==> src/rtl/ex_mem.sv <==
// EXU -> MEM pipeline boundary: 2-entry skid buffer with valid/ready, flush and forwarding tap.
// Optional instruction trace and commit counter enabled by defining EX_MEM_ITRACE_EN.
module ex_mem #(
  parameter int XLEN   = 32,
  parameter int RS_W   = 5,
  parameter int MASK_W = 4
) (
  input  logic              clk_i,
  input  logic              rst_i,
  input  logic              e_valid_i,
  output logic              M_ready_o,
  input  logic [XLEN-1:0]   e_result_i,
  input  logic [XLEN-1:0]   e_store_data_i,
  input  logic [XLEN-1:0]   e_csr_data_i,
  input  logic [XLEN-1:0]   e_pc_i,
  input  logic [RS_W-1:0]   e_rd_i,
  input  logic [MASK_W-1:0] e_mask_i,
  input  logic              e_wenReg_i,
  input  logic              e_wenCsr_i,
  input  logic              e_wenMem_i,
  input  logic              e_renMem_i,
  input  logic              e_is_load_signed_i,
`ifdef EX_MEM_ITRACE_EN
  input  logic [31:0]       e_inst_i,
  output logic [31:0]       m_inst_o,
  output logic [31:0]       m_commit_cnt_o,
`endif
  input  logic              flush_i,
  output logic              M_valid_o,
  input  logic              m_ready_i,
  output logic [XLEN-1:0]   m_result_o,
  output logic [XLEN-1:0]   m_store_data_o,
  output logic [XLEN-1:0]   m_csr_data_o,
  output logic [XLEN-1:0]   m_pc_o,
  output logic [RS_W-1:0]   m_rd_o,
  output logic [MASK_W-1:0] m_mask_o,
  output logic              m_wenReg_o,
  output logic              m_wenCsr_o,
  output logic              m_wenMem_o,
  output logic              m_renMem_o,
  output logic              m_is_load_signed_o,
  output logic [RS_W-1:0]   byp_rd_o,
  output logic [XLEN-1:0]   byp_data_o,
  output logic              byp_is_load_o
);

`ifdef EX_MEM_ITRACE_EN
  localparam int PW = 4*XLEN + RS_W + MASK_W + 5 + 32;
`else
  localparam int PW = 4*XLEN + RS_W + MASK_W + 5;
`endif

  logic          r_main_v;
  logic          r_skid_v;
  logic [PW-1:0] r_main;
  logic [PW-1:0] r_skid;
  logic [PW-1:0] w_in;
  logic          w_acc;
  logic          w_drn;

  assign w_acc = e_valid_i & ~r_skid_v;
  assign w_drn = r_main_v & m_ready_i;

  assign w_in = {
`ifdef EX_MEM_ITRACE_EN
    e_inst_i,
`endif
    e_result_i, e_store_data_i, e_csr_data_i, e_pc_i, e_rd_i, e_mask_i,
    e_wenReg_i, e_wenCsr_i, e_wenMem_i, e_renMem_i, e_is_load_signed_i};

  assign {
`ifdef EX_MEM_ITRACE_EN
    m_inst_o,
`endif
    m_result_o, m_store_data_o, m_csr_data_o, m_pc_o, m_rd_o, m_mask_o,
    m_wenReg_o, m_wenCsr_o, m_wenMem_o, m_renMem_o, m_is_load_signed_o} = r_main;

  assign M_valid_o = r_main_v;
  assign M_ready_o = ~r_skid_v;

  // Skid never holds an entry unless main does, so {0,1} is unreachable.
  always_ff @(posedge clk_i or negedge rst_i) begin
    if (!rst_i) begin
      r_main_v <= 1'b0;
      r_skid_v <= 1'b0;
    end else if (flush_i) begin
      r_main_v <= 1'b0;
      r_skid_v <= 1'b0;
    end else begin
      r_main_v <= w_acc | r_skid_v | (r_main_v & ~w_drn);
      r_skid_v <= r_skid_v ? ~w_drn : (w_acc & r_main_v & ~w_drn);
    end
  end

  // Payload is not reset; validity is tracked solely by the valid bits.
  always_ff @(posedge clk_i) begin
    if (r_skid_v && w_drn)
      r_main <= r_skid;
    else if (w_acc && (!r_main_v || w_drn))
      r_main <= w_in;
    if (w_acc && r_main_v && !w_drn)
      r_skid <= w_in;
  end

`ifdef EX_MEM_ITRACE_EN
  logic [31:0] r_commit_cnt;
  always_ff @(posedge clk_i or negedge rst_i) begin
    if (!rst_i)
      r_commit_cnt <= 32'd0;
    else if (w_drn && !flush_i)
      r_commit_cnt <= r_commit_cnt + 32'd1;
  end
  assign m_commit_cnt_o = r_commit_cnt;
`endif

  assign byp_rd_o      = (r_main_v && m_wenReg_o) ? m_rd_o : '0;
  assign byp_data_o    = m_result_o;
  assign byp_is_load_o = r_main_v & m_renMem_o;

endmodule

==> config.mk <==
export PLATFORM = sky130hd
export DESIGN_NAME = ex_mem
export DESIGN_NICKNAME = d
export VERILOG_FILES = /design/src/rtl/ex_mem.sv
export SDC_FILE = /design/constraint.sdc
export NUM_CORES = 1
export LEC_CHECK = 0
export CORE_UTILIZATION = 50
export CTS_BUF_LIST = sky130_fd_sc_hd__clkbuf_8
export DETAILED_ROUTE_END_ITERATION = 12
export DONT_BUFFER_PORTS = 1
export PLACE_DENSITY = 0.74
export SYNTH_ARGS = -nofsm -noshare
export SYNTH_HDL_FRONTEND = slang
export SYNTH_SLANG_ARGS = --single-unit
==> constraint.sdc <==
create_clock -name clk_i -period 35.2 [get_ports clk_i]
set_input_delay 3.52 -clock clk_i [delete_from_list [all_inputs] [get_ports clk_i]]
set_output_delay 3.52 -clock clk_i [all_outputs]
set_load 0.02 [all_outputs]
# ---- Yosys cells after proc, flatten, opt, wreduce, memory -nomap -nowiden
# Cells that the tools add are included.
# W data, S select, Z words.
dict set report word_totals {
  wordCells 29
  out_inout_bits 182
  ff_bits 286
}
dict set report classes {
  bitwise_logic 10
  reduce_logical 9
  mux 6
}
# cell n
set op_table {}
lappend op_table {{$mux W142} 2}
lappend op_table {{$and A1 B1 Y1} 6}
lappend op_table {{$logic_and A1 B1 Y1} 5}
lappend op_table {{$mux W5} 1}
lappend op_table {{$mux W1} 3}
lappend op_table {{$logic_not A1 Y1} 2}
lappend op_table {{$not A1 Y1} 2}
lappend op_table {{$or A1 B1 Y1} 2}
lappend op_table {{$reduce_bool A2 Y1} 1}
lappend op_table {{$logic_or A1 B1 Y1} 1}

# ---- Longest topological paths before layout
# Gate-level depths: netlist of run 1.
dict set report logic_depth {
  ltp_word 6
  depth_mapped 5
  ltp_nobuf 2
}

# ---- Worst setup path after synthesis of run 1
# Ideal clock, no wire load.
dict set report synth_path {
  kind {input port to flip-flop}
  start {input m_ready_i}
  end {register r_skid[0], enable pin}
  path_slack_ns 20.398
  arrival_ns 13.956
  stages 2
  setup_ns 0.845
  path_buffers 0
  path_cell_list {nand2b_1 nor3b_1}
}
dict set report synth_between {
  elab_chain_cells 3
}
# item line_no
set synth_lines {}
lappend synth_lines {{start: declaration} 30} ;# input logic m_ready_i,
lappend synth_lines {{$and A1 B1 Y1} 62} ;# assign w_drn = r_main_v & m_ready_i;
lappend synth_lines {{$logic_not A1 Y1} 101} ;# if (w_acc && r_main_v && !w_drn)
lappend synth_lines {{$logic_and A1 B1 Y1} 101}
lappend synth_lines {{end signal: assignment} 102} ;# r_skid <= w_in;
lappend synth_lines {{end: declaration} 56} ;# logic [PW-1:0] r_skid;
# Every way passes these cells.
# A chain may end at the register's enable or synchronous reset.

# ---- Worst setup path after layout of run 1
dict set report layout_path {
  start {input m_ready_i}
  end {register r_skid[23], enable pin}
}
# Same word-level chain as after synthesis.

==> results of run 1 <==
[flip-flops by register name, summed over array words and instances, names as in the netlist]
name       cells
r_main       142
r_skid       142
M_valid_o      1
r_skid_v       1
[power by group through the flow]
stage | registers [mW] | clock network [mW] | logic, mW
2_1_floorplan | 0.428 | 0 | 0.0271
3_3_place_gp | 0.431 | 0 | 0.0232
3_5_place_dp | 0.432 | 0 | 0.0245
4_1_cts | 0.425 | 0.250 | 0.0244
5_1_grt | 0.426 | 0.264 | 0.0259
6_report | 0.425 | 0.241 | 0.0240
[layer usage]
metal	vias to the layer above	routed length (µm)	track usage
met3	42	2537	0.09818
met4	0	530	0.06717
met2	257	9241	0.2572
li1	1913	-	-
met5	-	0	0
met1	2122	6749	0.1774
[final timing paths]
| check | cells past startpoint | from | to | slack (ns) |
|---|---|---|---|---|
| max in group asynchronous | 0 | rst_i | M_valid_o | 32.45 |
| min reg2reg | 1 | r_skid[104] | r_main[104] | 0.54 |
| max | 4 | m_ready_i | r_skid[23] | 29.75 |
| min | 1 | r_skid[104] | r_main[104] | 0.54 |
| max reg2reg | 4 | M_valid_o | r_skid[23] | 32.02 |
| min in group asynchronous | 0 | rst_i | r_skid_v | 2.68 |
[cell type report]
| class | instances | area [µm²] | share of cell area |
|---|---|---|---|
| tap | 275 | 344.1 | 0.02927 |
| inverter | 1 | 3.754 | 0.0003193 |
| clock inverter | 32 | 132.6 | 0.01128 |
| sequential | 286 | 8578 | 0.7298 |
| multi-input combinational | 157 | 2018 | 0.1717 |
| timing repair buffer | 6 | 45.04 | 0.003832 |
| clock buffer | 46 | 633.1 | 0.05386 |
[layout by cell type, fill, tap and decap left out]
| cell type | n |
|---|---|
| a211oi_1 | 1 |
| a21oi_1 | 2 |
| and2_1 | 1 |
| and3_1 | 5 |
| buf_4 | 6 |
| clkbuf_8 | 46 |
| clkinv_1 | 12 |
| clkinv_2 | 6 |
| dfrtp_1 | 2 |
| edfxtp_1 | 284 |
| inv_1 | 14 |
| inv_6 | 1 |
| mux2_2 | 62 |
| mux2_4 | 80 |
| mux2i_1 | 1 |
| nand2b_1 | 1 |
| nand3_4 | 1 |
| nor2_1 | 1 |
| nor2b_4 | 1 |
| nor3b_2 | 1 |
[per-stage QoR]
stage | hold slack, ns | std cells | setup slack [ns]
after floorplan | 0.5246 | 493 | 20.40
after global placement | 0.5281 | 725 | 29.30
after detailed placement | 0.5330 | 725 | 29.19
after CTS | 0.5430 | 803 | 29.79
after global routing | 0.5554 | 803 | 29.64
final | 0.5406 | 803 | 29.75
[critical path: cells and delay by family]
kind	cells	cell delay, ns
simple gates	2	0.38
buf+inv	2	1.55
[cells by family (layout without fill, tap and decap cells)]
group | after synthesis | count (layout) | share of synthesized area
buffers and inverters | 50 | 85 | 0.03524
flip-flops | 286 | 286 | 0.7819
AND/OR/NAND/NOR | 11 | 11 | 0.007187
AO/OA/AOI/OAI | 3 | 3 | 0.001597
multiplexers | 143 | 143 | 0.1740
==> metrics.md, run 1 <==
| Metric | Value |
|---|---|
| Hold Fails Final Rpt | `0` |
| Area contributors post-synth | `edfxtp_1, mux2_4, mux2_2` |
| CP Max Fanout | `81` |
| Tot Pwr | `about 0.69 mW` |
| VDD IR-drop max | `roughly 36 µV` |
| Die area | `22540 µm²` |
| Fin. max-slew vios | `0` |
| Post-synth top cells | `edfxtp_1, mux2_4, mux2_2` |
| Crit-path max cell delay | `roughly 0.9 ns` |
| Max_cap viols | `0` |
| Die Height | `about 150 µm` |
| Status | `finished clean` |
| Worst path slowest cell | `buf_4` |
| Seq pwr share | `0.615` |
| Sequential share of the synthesized area | `0.7819` |
| Vias | `4334` |
| Fill cells | `1564` |
| ANT cells | `0` |
| Worst Path Arrival | `roughly 5.6 ns` |
| Fin util | `0.5522` |
| Asr flop ratio synth | `0.006993` |
| Clk slew on worst S/H paths | `0.06 ns` |
| Vias in the first global route | `4550` |
| Setup Skew | `0.02699 ns` |
| Synth warnings | `0` |
| Total negative setup slack | `0 ns` |
| CP startpoint kind | `input port` |
| Num CTS Buffers | `45` |
| Worst Tran Pin Value | `between 1 and 1.5 ns` |
| Layout Nets | `between 600 and 700` |
| Dominant cell by count in the synthesized netlist | `edfxtp_1` |
| Largest area contributor in the netlist | `edfxtp_1` |
| Share of cells above drive strength 1 | `0.3864` |
| First-pass GRT wire length | `27130 µm` |
| Via/cell ratio | `~5.4` |
| Post-synth top flop | `edfxtp_1` |
| RSZ-0062 raised after global routing | `no` |
| DRT Pass-1 Iters | `4` |
| Power Density | `58.70 nW/µm²` |
| DP Area | `10990 µm²` |
| Synth Instances | `493` |
| Worst Path Required | `35.34 ns` |
| Setup CP Type | `input port to register` |
| WL per Instance | `about 24 µm` |
| Switch share | `0.2321` |
| Routed wire length | `19060 µm` |
| Leak pwr | `4.254 nW` |
| Gr usage total | `0.1631` |
| RD Place Congestion | `around 0.76` |
| Final setup vio count | `0` |
| Worst slew margin | `0.2978` |
| Worst min path class | `register to register` |
| PortBufs | `0` |
| Clock sinks | `286` |
| Initial Util | `0.5154` |
| Core area | `21290 µm²` |
| Initial antenna violation count | `0` |
| Fin crit period | `5.448 ns` |
| Combinational power share | `0.035` |
| Row count | `53` |
| Largest net degree at the start of global routing | `between 80 and 90` |
| Post-synth EDFFs | `284` |
| Iter 0 DRT Violations | `about 150` |
| Final ANT Viol Nets | `0` |
| Sw power | `0.1601 mW` |
| Clock Path Buffers | `3` |
| Clock Root Buffer | `clkbuf_8` |
| Pint | `0.5299 mW` |
| # resized after CTS | `0` |
| Design area | `11760 µm²` |
| Cts-stage hold buffer count | `0` |
| Post-Syn Nets | `between 600 and 700` |
| Crit end category | `register` |
| Setup bufs post-CTS | `0` |
| CTS tree | `yes` |
| # H-tree levels | `2` |
| Yosys reg bits | `286` |
| Hpwl dp | `12430 µm` |
| Max Freq | `approximately 0.18 GHz` |
| Critical-path cell list | `nand2b_1 > nor3b_2 > buf_4 > buf_4` |
| Area Overhead vs Synth | `7.151%` |
| DRC | `0` |
| Die Width | `150.1 µm` |
| Number of I/O pins | `329` |
| Yosys cell types | `19` |
| Syn avg cell area | `22.25 µm²` |
| Clock Power Share | `0.350` |
| Top cell type's share of synthesized area | `0.7774` |
| Fin crit share | `0.1548` |
| Top cell by count, worst path | `buf_4` |
| Mapped cell area | `10970 µm²` |
| Grt ovf | `0` |
| Worst-Skew Late Latency | `0.53 ns` |
Note: power is estimated with default switching activity, not from simulation.
==> inputs of run 2 (changes only) <==
- clock period: 35.2 -> 5.4 ns (I/O delays scaled with it)
==> run 2 against run 1 <==
Sequential share of layout area decreased by 0.49 points. Critical path depth decreased by 1. Cell count increased by 0.37%. Wire length increased by 2.5%. Core utilization increased by 0.37 points. Total power increased to 6.7 times the previous value. Sequential power increased to 6.5 times the previous value. Largest power group unchanged. Highest routed layer unchanged.
==> metrics.md, run 2 (synthesized netlist as in run 1, its figures left out) <==
| Metric | Value |
|---|---|
| Status | `finished clean (unchanged)` |
| Share of cells above drive strength 1 | `0.3823 (was 0.3864)` |
| Max_cap viols | `0 (unchanged)` |
| Clk slew on worst S/H paths | `0.06 ns (about the same)` |
| Vias in the first global route | `4660 (was 4550)` |
| CP Max Fanout | `51 (was 81)` |
| Power Density | `389.1 nW/µm² (was 58.70 nW/µm²)` |
| Fin crit share | `0.4981` |
| ANT cells | `0 (unchanged)` |
| Die area | `22540 µm² (unchanged)` |
| # resized after CTS | `0 (unchanged)` |
| Clock sinks | `286 (unchanged)` |
| Setup CP Type | `register to register (was input port to register)` |
| Clock Root Buffer | `clkbuf_8 (unchanged)` |
| Worst path slowest cell | `buf_4 (unchanged)` |
| Hold Fails Final Rpt | `0 (unchanged)` |
| Row count | `53 (unchanged)` |
| Worst slew margin | `0.2066 (was 0.2978)` |
| Most common cell after layout, fill and taps aside | `edfxtp_1 (unchanged)` |
| Worst-Skew Late Latency | `0.53 ns (about the same)` |
| Critical-path cell list | `nand3_4 > buf_4 > mux2_2 (was nand2b_1 > nor3b_2 > buf_4 > buf_4)` |
| Total negative setup slack | `0 ns (unchanged)` |
| Worst hold slack | `0.06451 ns (was 0.5406 ns)` |
| Max Freq | `0.3718 GHz` |
| Area Overhead vs Synth | `7.869% (was 7.151%)` |
| Crit path launch | `M_valid_o (was m_ready_i)` |
| Initial Util | `0.5154 (unchanged)` |
| WL per Instance | `24.24 µm (was 23.73 µm)` |
| Via/cell ratio | `5.462 (was 5.397)` |
| PortBufs | `0 (unchanged)` |
| Flop-to-flop setup slack | `2.71 ns (was 32.02 ns)` |
| Number of I/O pins | `329 (unchanged)` |
| Setup bufs post-CTS | `0 (unchanged)` |
| CTS tree | `yes (unchanged)` |
| VDD IR-drop max | `269.0 µV (was 35.89 µV)` |
| Gr usage total | `0.1685 (was 0.1631)` |
| Reg2reg end | `r_main[44] (was r_skid[23])` |
| Layout Nets | `645 (was 644)` |
| DRT Pass-1 Iters | `4 (unchanged)` |
| Hold Path End | `M_valid_o (was r_main[104])` |
| RD Place Congestion | `0.7536 (was 0.7563)` |
| Clock Path Buffers | `3 (unchanged)` |
| Iter 0 DRT Violations | `222 (was 148)` |
| Die Height | `150.1 µm (unchanged)` |
| Grt ovf | `0 (unchanged)` |
| CP bufs+invs | `1 (was 2)` |
| Initial antenna violation count | `0 (unchanged)` |
| DRC | `0 (unchanged)` |
| Vias | `4402 (was 4334)` |
| Core area | `21290 µm² (unchanged)` |
| CP startpoint kind | `register (was input port)` |
| RSZ-0062 raised after global routing | `no (unchanged)` |
| R2r worst-path depth | `3 (was 4)` |
| Worst min path class | `input port to register (was register to register)` |
| Routed wire length | `19540 µm (was 19060 µm)` |
| Hold Startpoint | `flush_i (was r_skid[104])` |
| # H-tree levels | `2 (unchanged)` |
| Largest registers | `r_main x142, r_skid x142 (unchanged)` |
| Fin util | `0.5559 (was 0.5522)` |
| Cts-stage hold buffer count | `1 (was 0)` |
| First-pass GRT wire length | `27970 µm (was 27130 µm)` |
| Crit-path max cell delay | `0.79 ns (was 0.90 ns)` |
| Crit end category | `register (unchanged)` |
| Hold path depth | `1 (unchanged)` |
| Leak pwr | `4.294 nW (was 4.254 nW)` |
| Fin. max-slew vios | `0 (unchanged)` |
| Final ANT Viol Nets | `0 (unchanged)` |
| Final setup vio count | `0 (unchanged)` |
| Fin crit period | `2.690 ns` |
| Worst Path Arrival | `2.97 ns (was 5.59 ns)` |
| Die Width | `150.1 µm (unchanged)` |
| Worst path top cell family by delay | `buffers and inverters (unchanged)` |
| Hpwl dp | `12910 µm (was 12430 µm)` |
| Num CTS Buffers | `44 (was 45)` |
| Worst Tran Pin Value | `1.190 ns (was 1.053 ns)` |
| Most frequent cells in the layout | `edfxtp_1, mux2_4, mux2_2 (unchanged)` |
| Largest net degree at the start of global routing | `90 (was 82)` |
| Setup Skew | `0.01877 ns (was 0.02699 ns)` |
| Worst Path Required | `5.68 ns (was 35.34 ns)` |
| R2r startpoint | `M_valid_o (unchanged)` |
[run 2: cell count changes in the layout (fill, tap and decap cells not counted), sizes merged]
cell	before	now
inv	15	18
bufinv	0	2
dlygate4sd3	0	1
clkinv	18	14
buf	6	7
[run 2: metal layers]
| layer | up-vias | routed length [µm] | track usage |
|---|---|---|---|
| met5 | - | 0 | 0 |
| li1 | 1919 | - | - |
| met1 | 2184 | 6776 | 0.1859 |
| met2 | 253 | 9889 | 0.2780 |
| met4 | 0 | 589 | 0.06818 |
| met3 | 46 | 2281 | 0.08273 |
[run 2: report_power, final]
group	total (mW)	switching (mW)	internal, mW
logic	0.158	0.0821	0.0757
clock network	1.68	0.793	0.885
registers	2.77	0.179	2.59
[run 2: area by class of cell]
type / instances / area [µm²]
clock buffers: 46 / 633.1
repair buffers: 8 / 62.56
flip-flops and latches: 286 / 8578
fillers: 1570 / 9453
well taps: 275 / 344.1
inverters: 1 / 3.754
clock inverters: 33 / 187.7
multi-input cells: 157 / 2024
[run 2: worst max path at each step]
stage	to	slack, ns	depth (start not counted)
detailed placement	r_main[10]	2.69	3
global placement	r_main[8]	2.80	3
global route	r_skid[70]	2.55	4
floorplan	r_main[0]	0.37	3
finish	r_main[44]	2.71	3
CTS	r_main[8]	2.69	3
[run 2: through the flow]
| step | worst slack [ns] | power, mW | cell area [µm²] | std cells |
|---|---|---|---|---|
| after floorplan | 0.3731 | 2.952 | 10980 | 493 |
| after global placement | 2.802 | 2.965 | 11000 | 726 |
| after detailed placement | 2.691 | 2.976 | 11000 | 726 |
| after CTS | 2.691 | 4.664 | 11830 | 806 |
| after global routing | 2.550 | 4.778 | 11830 | 806 |
| final | 2.710 | 4.604 | 11830 | 806 |
